==> src/rtl/pipe_stage_pkg.sv <==
// Shared definitions for pipeline stage blocks: default payload widths and
// the occupancy state encoding of a two-entry skid register.
package pipe_stage_pkg;

  localparam int DEFAULT_DATA_WIDTH = 32;
  localparam int DEFAULT_CTRL_WIDTH = 16;

  typedef enum logic [1:0] {
    ST_EMPTY = 2'd0,
    ST_ONE   = 2'd1,
    ST_FULL  = 2'd2
  } pipe_state_e;

endpackage

==> src/rtl/pipe_stage_entry.sv <==
// One payload slot: a CTRL+DATA register with load enable and a synchronous
// clear that zeroes only the control bits.
module pipe_stage_entry #(
  parameter int DATA_WIDTH = 32,
  parameter int CTRL_WIDTH = 16
) (
  input  logic                  clk,
  input  logic                  rst_n,
  input  logic                  clr,
  input  logic                  load,
  input  logic [CTRL_WIDTH-1:0] d_ctrl,
  input  logic [DATA_WIDTH-1:0] d_data,
  output logic [CTRL_WIDTH-1:0] q_ctrl,
  output logic [DATA_WIDTH-1:0] q_data
);

  // Clear wins over load; data is left in place so the output bus stays quiet.
  always_ff @(posedge clk or negedge rst_n) begin
    if (!rst_n) begin
      q_ctrl <= '0;
      q_data <= '0;
    end else if (clr) begin
      q_ctrl <= '0;
    end else if (load) begin
      q_ctrl <= d_ctrl;
      q_data <= d_data;
    end
  end

endmodule

==> src/rtl/pipe_skid_register.sv <==
// Two-entry skid register between pipeline stages. IN_READY comes only from
// registered occupancy and BUSYWAIT, breaking the ready path from downstream.
module pipe_skid_register
  import pipe_stage_pkg::*;
#(
  parameter int DATA_WIDTH = DEFAULT_DATA_WIDTH,
  parameter int CTRL_WIDTH = DEFAULT_CTRL_WIDTH
) (
  input  logic                  CLK,
  input  logic                  RESET,
  input  logic                  BUSYWAIT,
  input  logic                  FLUSH,
  input  logic                  IN_VALID,
  output logic                  IN_READY,
  input  logic [CTRL_WIDTH-1:0] IN_CTRL,
  input  logic [DATA_WIDTH-1:0] IN_DATA,
  output logic                  OUT_VALID,
  input  logic                  OUT_READY,
  output logic [CTRL_WIDTH-1:0] OUT_CTRL,
  output logic [DATA_WIDTH-1:0] OUT_DATA,
  output pipe_state_e           state_dbg
);

  // Handshake: a payload moves on a side only when valid and ready are both
  // high in the same cycle and BUSYWAIT is low; FLUSH overrides everything.

  pipe_state_e state, state_next;
  logic        out_valid_q;
  logic        accept, emit;
  logic        main_load, main_from_skid, skid_load;

  logic [CTRL_WIDTH-1:0] main_ctrl, skid_ctrl, main_d_ctrl;
  logic [DATA_WIDTH-1:0] main_data, skid_data, main_d_data;

  assign IN_READY  = (state != ST_FULL) & ~BUSYWAIT;
  assign accept    = IN_VALID & IN_READY & ~BUSYWAIT;
  assign emit      = out_valid_q & OUT_READY & ~BUSYWAIT;
  assign state_dbg = state;

  always_ff @(posedge CLK or negedge RESET) begin
    if (!RESET) begin
      state       <= ST_EMPTY;
      out_valid_q <= 1'b0;
    end else begin
      state       <= state_next;
      out_valid_q <= (state_next != ST_EMPTY);
    end
  end

  always_comb begin
    state_next     = state;
    main_load      = 1'b0;
    main_from_skid = 1'b0;
    skid_load      = 1'b0;
    if (FLUSH) begin
      state_next = ST_EMPTY;
    end else begin
      case (state)
        ST_EMPTY: begin
          if (accept) begin
            state_next = ST_ONE;
            main_load  = 1'b1;
          end
        end
        ST_ONE: begin
          if (accept && !emit) begin
            state_next = ST_FULL;
            skid_load  = 1'b1;
          end else if (emit && !accept) begin
            state_next = ST_EMPTY;
          end else if (accept && emit) begin
            main_load = 1'b1;
          end
        end
        ST_FULL: begin
          if (emit) begin
            state_next     = ST_ONE;
            main_load      = 1'b1;
            main_from_skid = 1'b1;
          end
        end
        default: state_next = ST_EMPTY;
      endcase
    end
  end

  assign main_d_ctrl = main_from_skid ? skid_ctrl : IN_CTRL;
  assign main_d_data = main_from_skid ? skid_data : IN_DATA;

  pipe_stage_entry #(.DATA_WIDTH(DATA_WIDTH), .CTRL_WIDTH(CTRL_WIDTH)) u_main (
    .clk    (CLK),
    .rst_n  (RESET),
    .clr    (FLUSH),
    .load   (main_load),
    .d_ctrl (main_d_ctrl),
    .d_data (main_d_data),
    .q_ctrl (main_ctrl),
    .q_data (main_data)
  );

  pipe_stage_entry #(.DATA_WIDTH(DATA_WIDTH), .CTRL_WIDTH(CTRL_WIDTH)) u_skid (
    .clk    (CLK),
    .rst_n  (RESET),
    .clr    (FLUSH),
    .load   (skid_load),
    .d_ctrl (IN_CTRL),
    .d_data (IN_DATA),
    .q_ctrl (skid_ctrl),
    .q_data (skid_data)
  );

  assign OUT_VALID = out_valid_q;
  assign OUT_CTRL  = out_valid_q ? main_ctrl : '0;
  assign OUT_DATA  = main_data;

endmodule

==> config.mk <==
export PLATFORM = sky130hd
export DESIGN_NAME = pipe_skid_register
export DESIGN_NICKNAME = d
export VERILOG_FILES = /design/src/rtl/pipe_stage_pkg.sv /design/src/rtl/pipe_stage_entry.sv /design/src/rtl/pipe_skid_register.sv
export SDC_FILE = /design/constraint.sdc
export NUM_CORES = 1
export LEC_CHECK = 0
export ABC_AREA = 0
export CORE_ASPECT_RATIO = 1.5
export CORE_MARGIN = 5
export CORE_UTILIZATION = 45
export CTS_CLUSTER_SIZE = 20
export DETAILED_ROUTE_END_ITERATION = 7
export PLACE_DENSITY = 0.76
export SKIP_LAST_GASP = 1
export SLEW_MARGIN = 40
export SYNTH_ARGS = -nofsm -noshare
export SYNTH_HDL_FRONTEND = slang
export SYNTH_SLANG_ARGS = --single-unit
==> constraint.sdc <==
create_clock -name CLK -period 1.8 [get_ports CLK]
set_input_delay 0.45 -clock CLK [delete_from_list [all_inputs] [get_ports CLK]]
set_output_delay 0.45 -clock CLK [all_outputs]
set_load 0.005 [all_outputs]
-- Yosys cells after proc, flatten, opt, wreduce, memory -nomap -nowiden
Index checks and enable logic that the tools add are counted.
- register bits: 99
- latch bits: 0
- bits in writable memories: 0
- bits in read-only memories: 0
- output and inout port bits: 52
- word-level logic and storage cells: 52
- memories: 0
- add/sub/neg operators: 0
- multipliers: 0
- div/mod/pow operators: 0
- order comparisons: 0
- equality and inequality tests: 3
- shift operators: 0
- mux-type cells: 25
- bitwise gates (word level): 7
- reductions and logical operators: 11
- operator list (kind ; count):
    2-to-1 mux 16 bit ; 6
    2-to-1 mux 32 bit ; 1
    2-to-1 mux 1 bit ; 11
    2-to-1 mux 2 bit ; 5
    case mux 2 bit (3 select lines) ; 1
    nonzero test 2 bit ; 3
    AND 1 bit ; 5
    AND reduction 2 bit ; 2
    logical AND 1 bit ; 3
    case mux 1 bit (3 select lines) ; 1
    equality test 2 x 1 -> 1 bit (second input constant) ; 1
    equality test 2 bit (second input constant) ; 1
    zero test 1 bit ; 2
    zero test 2 bit ; 1
    != test 2 bit (second input constant) ; 1
    inverter 1 bit ; 2

-- Longest topological paths before layout
Gate-level depths: netlist of run 1.
- word-level depth: 12
- depth in mapped cells: 7
- mapped depth without buffers: 4

-- Modules after synthesis
A second synthesis of run 1 with hierarchy kept.
- cells, all modules: 334
- area, all modules: 4986.0 µm²
- modules (own cells, without submodules) (module ; instances ; cells each ; area an instance (µm²) ; seq. area each (µm²)):
    pipe_stage_entry ; 2 ; 121 ; 2006.9 ; 1201.2
    pipe_skid_register ; 1 ; 92 ; 972.2 ; 75.1

-- Least setup slack after synthesis of run 1
Ideal clock, no wire load.
- path kind: input to register
- start: input BUSYWAIT
- end: register u_skid.q_data[10]
- data arrival time: 1.852 ns
- slack: -0.177 ns
- stages: 6
- path buffers: 2
- cells stage by stage: buf_2 and4bb_2 nand2_2 nor2_1 buf_2 mux2_2
- word-level cells in the longest chain between the ends: 9
- elaborated cells on any way between the ends: 11
- RTL lines (item ; RTL line ; RTL):
    start: declaration ; pipe_skid_register.sv:11 ; input logic BUSYWAIT,
    inverter 1 bit (*) ; pipe_skid_register.sv:35, pipe_skid_register.sv:36, pipe_skid_register.sv:37 ;
    AND 1 bit ; pipe_skid_register.sv:35 ; assign IN_READY = (state != ST_FULL) & ~BUSYWAIT;
    AND 1 bit (2 in series) ; pipe_skid_register.sv:36 ; assign accept = IN_VALID & IN_READY & ~BUSYWAIT;
    logical AND 1 bit (*) ; pipe_skid_register.sv:66 ; if (accept && !emit) begin
    2-to-1 mux 1 bit (*) ; pipe_skid_register.sv:66 ;
    2-to-1 mux 1 bit (*) ; pipe_skid_register.sv:58 ; case (state)
    2-to-1 mux 1 bit (*) ; pipe_skid_register.sv:55 ; if (FLUSH) begin
    AND reduction 2 bit (no source line) (*) ; n/a ;
    end signal: assignment ; pipe_stage_entry.sv:26 ; q_data <= d_data;
    end: declaration ; pipe_stage_entry.sv:14 ; output logic [DATA_WIDTH-1:0] q_data
Mark *: on every way between the ends. The rest lies on a longest branch, timed or not.
A chain may end at the register's enable or synchronous reset.

-- Worst setup path after layout of run 1
- start: register out_valid_q, in the netlist OUT_VALID
- end: output OUT_CTRL[3]
- word-level cells in the longest chain between the ends: 1
- RTL lines (item ; RTL line ; RTL):
    start: declaration ; pipe_skid_register.sv:28 ; logic out_valid_q;
    start signal: assignment ; pipe_skid_register.sv:46 ; out_valid_q <= (state_next != ST_EMPTY);
    2-to-1 mux 16 bit ; pipe_skid_register.sv:113 ; assign OUT_CTRL = out_valid_q ? main_ctrl : '0;
    end: declaration ; pipe_skid_register.sv:19 ; output logic [CTRL_WIDTH-1:0] OUT_CTRL,
Every way passes these cells.

==> impl_metrics.ini, run 1 <==
[run_status]
status = finished, violations left
violations = negative setup slack

[timing]
skew_ps = 4.92
setup_ws_ps = -166
fmax_ghz = 0.509
finalCritPeriodShare_pct = 109
period_needed_ps = 1970
fin_tns_setup_ps = -3470
worstMarginPinSlew_ps = 306
hold_viol = 0
drv_slew = 0
finalSetupViolations = 40
max_slew_margin_pct = 79.6
rsz0062_at_grt = true

[clock_network]
cts_buffer_depth = 2
ctsHtreeMaxLevel = 3
clk_pin_slew_worst_paths_ps = 60
clock-sinks = 99
insertion_delay_ps = 340
cts_tree = yes
numCtsBuffers = 9
root_buffer = clkbuf_16

[synth]
synth_top_family_by_area = multiplexers
synth_top_cell_by_area = dfrtp_1
ys.flop_type = dfrtp_1
synth_most_common_cell = dfrtp_1
syn_nets = 448
synth_top_area_share_pct = 55.8
synthCells = 394
synth_area_sq_um = 4440
synthAdderAreaFrac_pct = 0
synthSimpleGateAreaFrac_pct = 8.48
synth-xor-area-share_pct = 0
synth_edf_count = 0
synth_area_leaders = dfrtp_1 56%, mux2i_1 11%, mux2_2 8.1%
async_flop_share_pct = 100
yosysUniqueCellTypes = 24
synth_mux_area_share_pct = 18.9
synth.yosys.seq_area_share_pct = 55.8
synth_seq_cells = 99
yosys_warnings = 0
synth_compound_area_share_pct = 13.4
synth.avg_cell_area_sq_um = 11.3
synthTopCellsByCount = 99 x dfrtp_1, 50 x o21ai_0, 48 x mux2i_1, 34 x nor2_1, 32 x mux2_2

[global_route]
grt_pass1_wl_um = 18700
antenna_found_initial = 0
first_global_vias = 3677
overflow = 0
grt_max_degree = 39
grt_use_total_pct = 19.0

[placed_design]
hpwlAfterDp_um = 7710
port_buffers = 105
place_ws_ps = -624
routabilityCongestion = 0.785
dp_cells = 609

[detailed_routing]
vias_per_cell = 5.64
drc = 0
dr.pass1.iters = 4
avgRoutedWirePerCell_um = 19.4
ant_nets = 0
finalWirelength_um = 12600
via_count = 3649
drt_iter0_markers = 144

[critical_path]
path_cells = buf_6, and2_1, clkdlybuf4s50_1
worstSetupPathType = flop to output port
cp-start-kind = flop
crit_start = OUT_VALID
timing.rr.start = state_dbg[1]
endpoint = OUT_CTRL[3]
path_max_fanout = 9
cpPeakStageDelay_ps = 490
cp_top_family = buffers and inverters
cp.required_ps = 1350
cp.buffers_inverters = 2
crit_slowest_cell = clkdlybuf4s50_1
path_depth = 3
end_kind = output port
r2r_cells = 8
cp.arrival_ps = 1520
reg2reg_to = u_main.q_ctrl[9]
r2r_slack_ps = -110

[final_layout]
drive_gt1_share_pct = 25.0
finalNetCount = 581
post-route-util_pct = 69.4
diodes = 0
fin_cells = 647
area_growth_syn_to_layout_pct = 51.5

[floorplanning]
rows = 44
die_h_um = 132
ios = 106
die_x_um = 91.1
initial_core_util_pct = 45.8
dieArea_sq_um = 12000
coreArea_sq_um = 9690

[power_and_ir_drop]
powerDensity_nw_per_um2 = 882
fin_total_pwr_mw = 5.93
worst_ir_drop_vdd_v = 0.000582
p_leak_nw = 3.15

[worst_hold_path]
hp-class = flop to flop
min_from = u_skid.q_data[20]

[job]
max-cap-violations = 0
-- worst min path at each step --
stage | end | slack (ps) | cells after the start
after CTS | u_main.q_data[16] | 510 | 2
after global routing | u_skid.q_data[31] | 530 | 1
after detailed placement | u_main.q_ctrl[5] | 340 | 1
final | u_skid.q_data[20] | 510 | 1
after floorplan | OUT_VALID | 150 | 0
after global placement | u_main.q_ctrl[4] | 340 | 1
-- metrics by stage --
step	hold slack, ps	cell area (sq um)
2_1_floorplan	154	4500
3_3_place_gp	342	5770
3_5_place_dp	341	5770
4_1_cts	507	6240
5_1_grt	527	6730
6_report	507	6730
-- metal layers --
metal | vias up | part of all wire, % | GRT usage [%]
met5 | - | 0 | 0
met4 | 0 | 2.4 | 5.87
met3 | 23 | 4.8 | 4.58
met2 | 114 | 54 | 34.1
met1 | 1852 | 39 | 22.1
li1 | 1660 | - | -
-- cell type report --
class | instances | area (sq um)
clock buffers | 12 | 246
well taps | 115 | 144
clock inverters | 4 | 26.3
flip-flops and latches | 99 | 2480
fillers | 699 | 2960
repair buffers | 152 | 1710
multi-input cells | 265 | 2130
-- sequential cells by signal, summed over array words and instances, names as in the netlist --
register	count
u_skid.q_data	32
u_main.q_ctrl	16
OUT_VALID	1
u_skid.q_ctrl	16
state_dbg	2
u_main.q_data	32
-- timing repair --
| action | CTS | global route |
|---|---|---|
| resized for setup | 21 | 85 |
| setup endpoints to repair | 114 | 82 |
| cloned | 3 | 7 |
| pin swaps | 3 | 21 |
| buffers inserted | 6 | 5 |
| hold buffers | 1 | 0 |
| hold endpoints to repair | 16 | 0 |
-- worst register-to-register path: cells and delay by family (launching register included) --
family                 cells  cell delay (ps)
and+or+nand+nor            2              670
AOI/OAI and AO/OA          2              190
DFF                        1              360
buffers and inverters      4              570
-- report_power, final --
part           total, mW  switching (mW)  internal, mW
Sequential          2.83           0.220          2.61
Combinational       1.33           0.504         0.826
Clock               1.77           0.801         0.974
Total               5.93            1.52          4.41
-- cells in the final DEF (no fill, tap or decap), types with 9 or more instances in the layout --
cell type	synthesis	routed
clkdlybuf4s50_1	0	98
dfrtp_1	99	98
mux2i_1	48	46
o21ai_1	17	35
nor2_1	34	33
o21ai_0	50	32
mux2_4	0	20
buf_4	0	20
and2_1	16	16
clkbuf_16	0	15
nand2_1	17	14
mux2_2	32	12
a21oi_1	20	11
a211oi_2	0	11
buf_6	3	9
-- cell families after synthesis --
logic type / count (synthesis)
DFF: 99
muxes: 80
buffers and inverters: 30
and+or+nand+nor: 78
AOI/OAI and AO/OA: 107
Note: power is estimated with default switching activity, not from simulation.
==> run 2, diff against run 1 <==
GPL_TIMING_DRIVEN = 0   (was not set)
==> run 2 against run 1 <==
  * The run ends with negative hold slack, negative setup slack left
  * Highest routed layer unchanged
  * Die area stayed put
  * Largest cell class unchanged
  * First-iteration DRC count is 12% higher
  * Hold slack worse by 520 ps
  * Global-route usage is 0.73 points higher
  * Critical path depth is 4 higher
  * Cell count is 2.5% higher
  * Final area is 0.80% lower
  * Via count is 1.6% lower
==> impl_metrics.ini, run 2 (synthesis gave the netlist of run 1 again) <==
[detailed_routing]
drc = 0
met1Wirelength_um = 4830
drt_iter0_markers = 161
finalWirelength_um = 12100
top_layer_used = met4
dr.pass1.iters = 4
dr_wl_met3_um = 569
met2_length_um = 6510
avgRoutedWirePerCell_um = 18.3
via_count = 3589
ant_nets = 0
vias_per_cell = 5.41

[power_and_ir_drop]
worst_ir_drop_vdd_v = 0.000586
fin_total_pwr_mw = 6.13
powerDensity_nw_per_um2 = 919
p_leak_nw = 3.26

[critical_path]
path_max_fanout = 7
end_kind = flop
cp-start-kind = flop
cp.required_ps = 2010
cp.arrival_ps = 2080
worstSetupPathType = flop to flop

[global_route]
antenna_found_initial = 0
grt_max_degree = 56
overflow = 0
grt_pass1_wl_um = 19200
grt_use_total_pct = 19.7
first_global_vias = 3817

[timing]
finalCritPeriodShare_pct = 104
finalSetupViolations = 31
max_slew_margin_pct = 58.0
setup_ws_ps = -70.4
period_needed_ps = 1870
worst_hold_slack_ps = -10.4
drv_slew = 0
fmax_ghz = 0.535
worstMarginPinSlew_ps = 629
skew_ps = 6.08
rsz0062_at_grt = true
hold_viol = 8
fin_tns_setup_ps = -897

[clock_network]
cts_buffer_depth = 2
clk_pin_slew_worst_paths_ps = 70
root_buffer = clkbuf_16
ctsHoldBuffers = 0
clock-sinks = 99
numCtsBuffers = 9
ctsHtreeMaxLevel = 3
cts_tree = yes
insertion_delay_ps = 340

[placed_design]
port_buffers = 104
hpwlAfterDp_um = 8050
routabilityCongestion = 0.808
post_dp_cell_area_sq_um = 5720

[final_layout]
multi_input_area_sq_um = 2000
final_cell_mix = 96 x dfrtp_1, 82 x clkdlybuf4s50_1, 48 x mux2i_1
largestRegisters = u_main.q_data x32, u_skid.q_data x32
final_common_cell = dfrtp_1
finalNetCount = 597
seq_area_sq_um = 2480
final_area_sq_um = 6670
drive_gt1_share_pct = 24.6
fill_cells = 719
area_growth_syn_to_layout_pct = 50.3
diodes = 0

[run_status]
violations = negative hold slack, negative setup slack
status = finished, violations left

[floorplanning]
initial_core_util_pct = 45.8
die_h_um = 132
ios = 106
dieArea_sq_um = 12000
die_x_um = 91.1
rows = 44
coreArea_sq_um = 9690

[job]
max-cap-violations = 0

[worst_hold_path]
hp-class = input pin to asynchronous set/reset pin
[run 2: cell count changes in the layout (fill, tap and decap cells not counted), moves of 4 or more]
cell | before | now
mux2_2 | 12 | 25
clkdlybuf4s50_1 | 98 | 82
clkbuf_1 | 2 | 7
clkbuf_16 | 15 | 11
a211oi_2 | 11 | 5
a21oi_4 | 8 | 4
a21oi_2 | 1 | 5
mux2_4 | 20 | 7
buf_4 | 20 | 25
dlygate4sd2_1 | 3 | 19
a211oi_1 | 5 | 11
[run 2: per-layer routing]
layer  track usage, %  vias to the layer above
met3             4.29                       13
li1                 -                     1678
met2             35.6                      102
met4             6.12                        0
met5                0                        -
met1             23.0                     1796
[run 2: worst paths after layout]
path,startpoint,cells past startpoint,endpoint,slack [ps]
setup / recovery,OUT_VALID,7,u_main.q_data[9],-70
hold / removal,RESET,1,u_main.q_ctrl[4],-10
setup reg to reg,OUT_VALID,7,u_main.q_data[9],-70
hold reg to reg,u_main.q_data[23],2,u_main.q_data[23],500
max in group asynchronous,RESET,2,u_skid.q_data[27],1220
min in group CLK,u_main.q_data[23],2,u_main.q_data[23],500
[run 2: worst max-delay path, stage by stage (launching register included)]
cell and delay (ps):
dfrtp_2 400, buf_6 150, nand2_8 70, or4_4 540, buf_8 180, clkbuf_16 160
mux2i_1 160, o21ai_1 80
[run 2: cell type report]
class,count,share of cell area [%]
plain buffers,28,3.81
clock buffers,11,3.79
clock inverters,5,1.13
multi-input cells,265,30.0
flip-flops and latches,99,37.2
well taps,115,2.16
repair buffers,140,21.9
[run 2: where the power goes]
group / internal [mW] / total, mW / leakage (nW) / switching, mW
registers: 2.61 / 2.81 / 1.28 / 0.206
logic: 0.760 / 1.23 / 1.82 / 0.474
clock network: 1.29 / 2.09 / 0.165 / 0.800
total: 4.65 / 6.13 / 3.26 / 1.48
[run 2: repair_timing]
item	in CTS	in global routing
gates resized for setup	74	49
buffers inserted	23	9
setup endpoints to repair	109	70
cloned	3	2
pin swaps	5	14
[run 2: per-stage QoR]
stage,utilization [%],cells,worst slack (ps)
detailed placement,59.0,614,-996
CTS,66.2,654,-158
floorplan,-,394,6.38
finish,68.9,663,-70.4
global placement,58.7,613,-3350
global route,68.9,663,-121
==> run 3, diff against run 2 <==
CORE_ASPECT_RATIO = 0.5   (was 1.5)
==> run 3 against run 2 <==
  * The flow finishes with violations (negative setup slack)
  * Global-route usage is 1.3 points higher
  * Clock power hardly changed
  * Combinational power is 15% higher
  * Power is 3.7% higher
  * Clock-buffer cell count is 2 lower
  * Sequential cell count stayed put
  * Setup slack worse by 130 ps
  * Hold slack better by 20 ps
  * Largest cell class unchanged
  * Largest power group unchanged
==> impl_metrics.ini, run 3 (synthesis gave the netlist of run 1 again) <==
[floorplanning]
coreArea_sq_um = 9540
die_x_um = 150
ios = 106
initial_core_util_pct = 46.5
die_h_um = 80.2
rows = 25
dieArea_sq_um = 12100

[placed_design]
routabilityCongestion = 0.737
hpwlAfterDp_um = 7730
port_buffers = 104

[critical_path]
cpPeakStageDelay_ps = 560
cp.buffers_inverters = 3
path_max_fanout = 5
end_kind = flop
cp.arrival_ps = 2220
path_cells = buf_6, nand2_8, or4_4, buf_6, clkbuf_16, mux2i_1, o21ai_1
cp_top_family = simple AND/OR/NAND/NOR gates
r2r_slack_ps = -200
reg2reg_to = u_main.q_data[30]
worstSetupPathType = flop to flop
r2r_cells = 7
cp-start-kind = flop
cp.required_ps = 2020
crit_slowest_cell = or4_4
timing.rr.start = OUT_VALID
timing.critical_path.mode_cell = buf_6

[timing]
finalSetupViolations = 89
skew_ps = 8.38
fmax_ghz = 0.500
hold_viol = 0
drv_slew = 0
max_slew_margin_pct = 53.5
rsz0062_at_grt = true
fin_tns_setup_ps = -5980
period_needed_ps = 2000
worstMarginPinSlew_ps = 698
finalCritPeriodShare_pct = 111
setup_ws_ps = -200

[clock_network]
insertion_delay_ps = 350
numCtsBuffers = 9
clk_pin_slew_worst_paths_ps = 70
root_buffer = clkbuf_16
clock-sinks = 99
cts_buffer_depth = 2
ctsHtreeMaxLevel = 3
cts_tree = yes

[final_layout]
final_cell_mix = 96 x dfrtp_1, 84 x clkdlybuf4s50_1, 44 x mux2i_1
fill_cells = 592
drive_gt1_share_pct = 29.6
largestRegisters = u_main.q_data x32, u_skid.q_data x32
area_growth_syn_to_layout_pct = 58.3
finalNetCount = 603
final_common_cell = dfrtp_1
post-route-util_pct = 73.7
diodes = 0

[detailed_routing]
ant_nets = 0
avgRoutedWirePerCell_um = 20.4
via_count = 3778
drt_iter0_markers = 227
drc = 0
finalWirelength_um = 14100
dr.pass1.iters = 4
vias_per_cell = 5.48

[power_and_ir_drop]
worst_ir_drop_vdd_v = 0.000484
p_leak_nw = 3.41
powerDensity_nw_per_um2 = 905

[global_route]
grt_pass1_wl_um = 19500
grt_max_degree = 52
antenna_found_initial = 0
first_global_vias = 3774
grt_use_total_pct = 21.0
overflow = 0

[job]
max-cap-violations = 0

[worst_hold_path]
hp-class = input pin to asynchronous set/reset pin

[run_status]
violations = negative setup slack
status = finished, violations left
run 3: cell count changes in the layout (fill, tap and decap cells not counted), moves of 5 or more:
cell | previous run | this run
mux2_4 | 7 | 18
a211oi_2 | 5 | 13
dlygate4sd2_1 | 19 | 9
buf_6 | 10 | 17
a211oi_1 | 11 | 3
a21oi_4 | 4 | 9
mux2_2 | 25 | 14
dlymetal6s2s_1 | 1 | 9
o21ai_0 | 34 | 27
run 3: metal layers:
layer  global-route usage (%)  vias up  share of wire (%)
met5                        0        -                  0
met4                     7.57        0                2.7
met3                     5.81       32                5.0
met2                     36.3      115                 52
met1                     25.4     1917                 41
li1                         -     1714                  -
run 3: worst max-delay path by stage:
stage               depth (start not counted)                 to      start  slack, ps
CTS                                         3        OUT_CTRL[9]  OUT_VALID       -180
global route                                7  u_main.q_data[30]  OUT_VALID       -230
floorplan                                   6  u_main.q_data[29]   BUSYWAIT          6
global placement                            1   u_main.q_ctrl[9]      RESET      -3480
finish                                      7  u_main.q_data[30]  OUT_VALID       -200
detailed placement                          6  u_main.q_data[29]   IN_VALID      -1000
run 3: final cells by class:
class	instances	area (sq um)	share of cell area, %
well taps	135	169	2.40
clock inverters	7	100	1.42
repair buffers	146	1560	22.1
multi-input cells	265	2210	31.4
flip-flops and latches	99	2480	35.3
plain buffers	28	288	4.09
clock buffers	9	225	3.20
run 3: where the power goes:
group          internal (mW)  switching (mW)  total (mW)
combinational          0.845           0.561        1.41
clock                   1.23           0.881        2.11
sequential              2.61           0.237        2.84
run 3: what timing repair did:
| item | 4_1_cts | 5_1_grt |
|---|---|---|
| resized for setup | 62 | 120 |
| setup buffers | 20 | 16 |
| setup endpoints to repair | 108 | 89 |
| hold buffers | 0 | 0 |
| gates cloned | 3 | 4 |
| pin swaps | 6 | 31 |
run 3: per-stage QoR:
stage	cells	cell area [sq um]	power [mW]	hold slack [ps]	setup slack (ps)
floorplan	394	4500	3.27	154	6.38
global placement	633	5710	3.91	487	-3480
detailed placement	634	5740	3.97	390	-1000
CTS	672	6450	6.13	15.4	-175
global route	689	7030	6.63	22.2	-232
finish	689	7030	6.36	9.44	-200
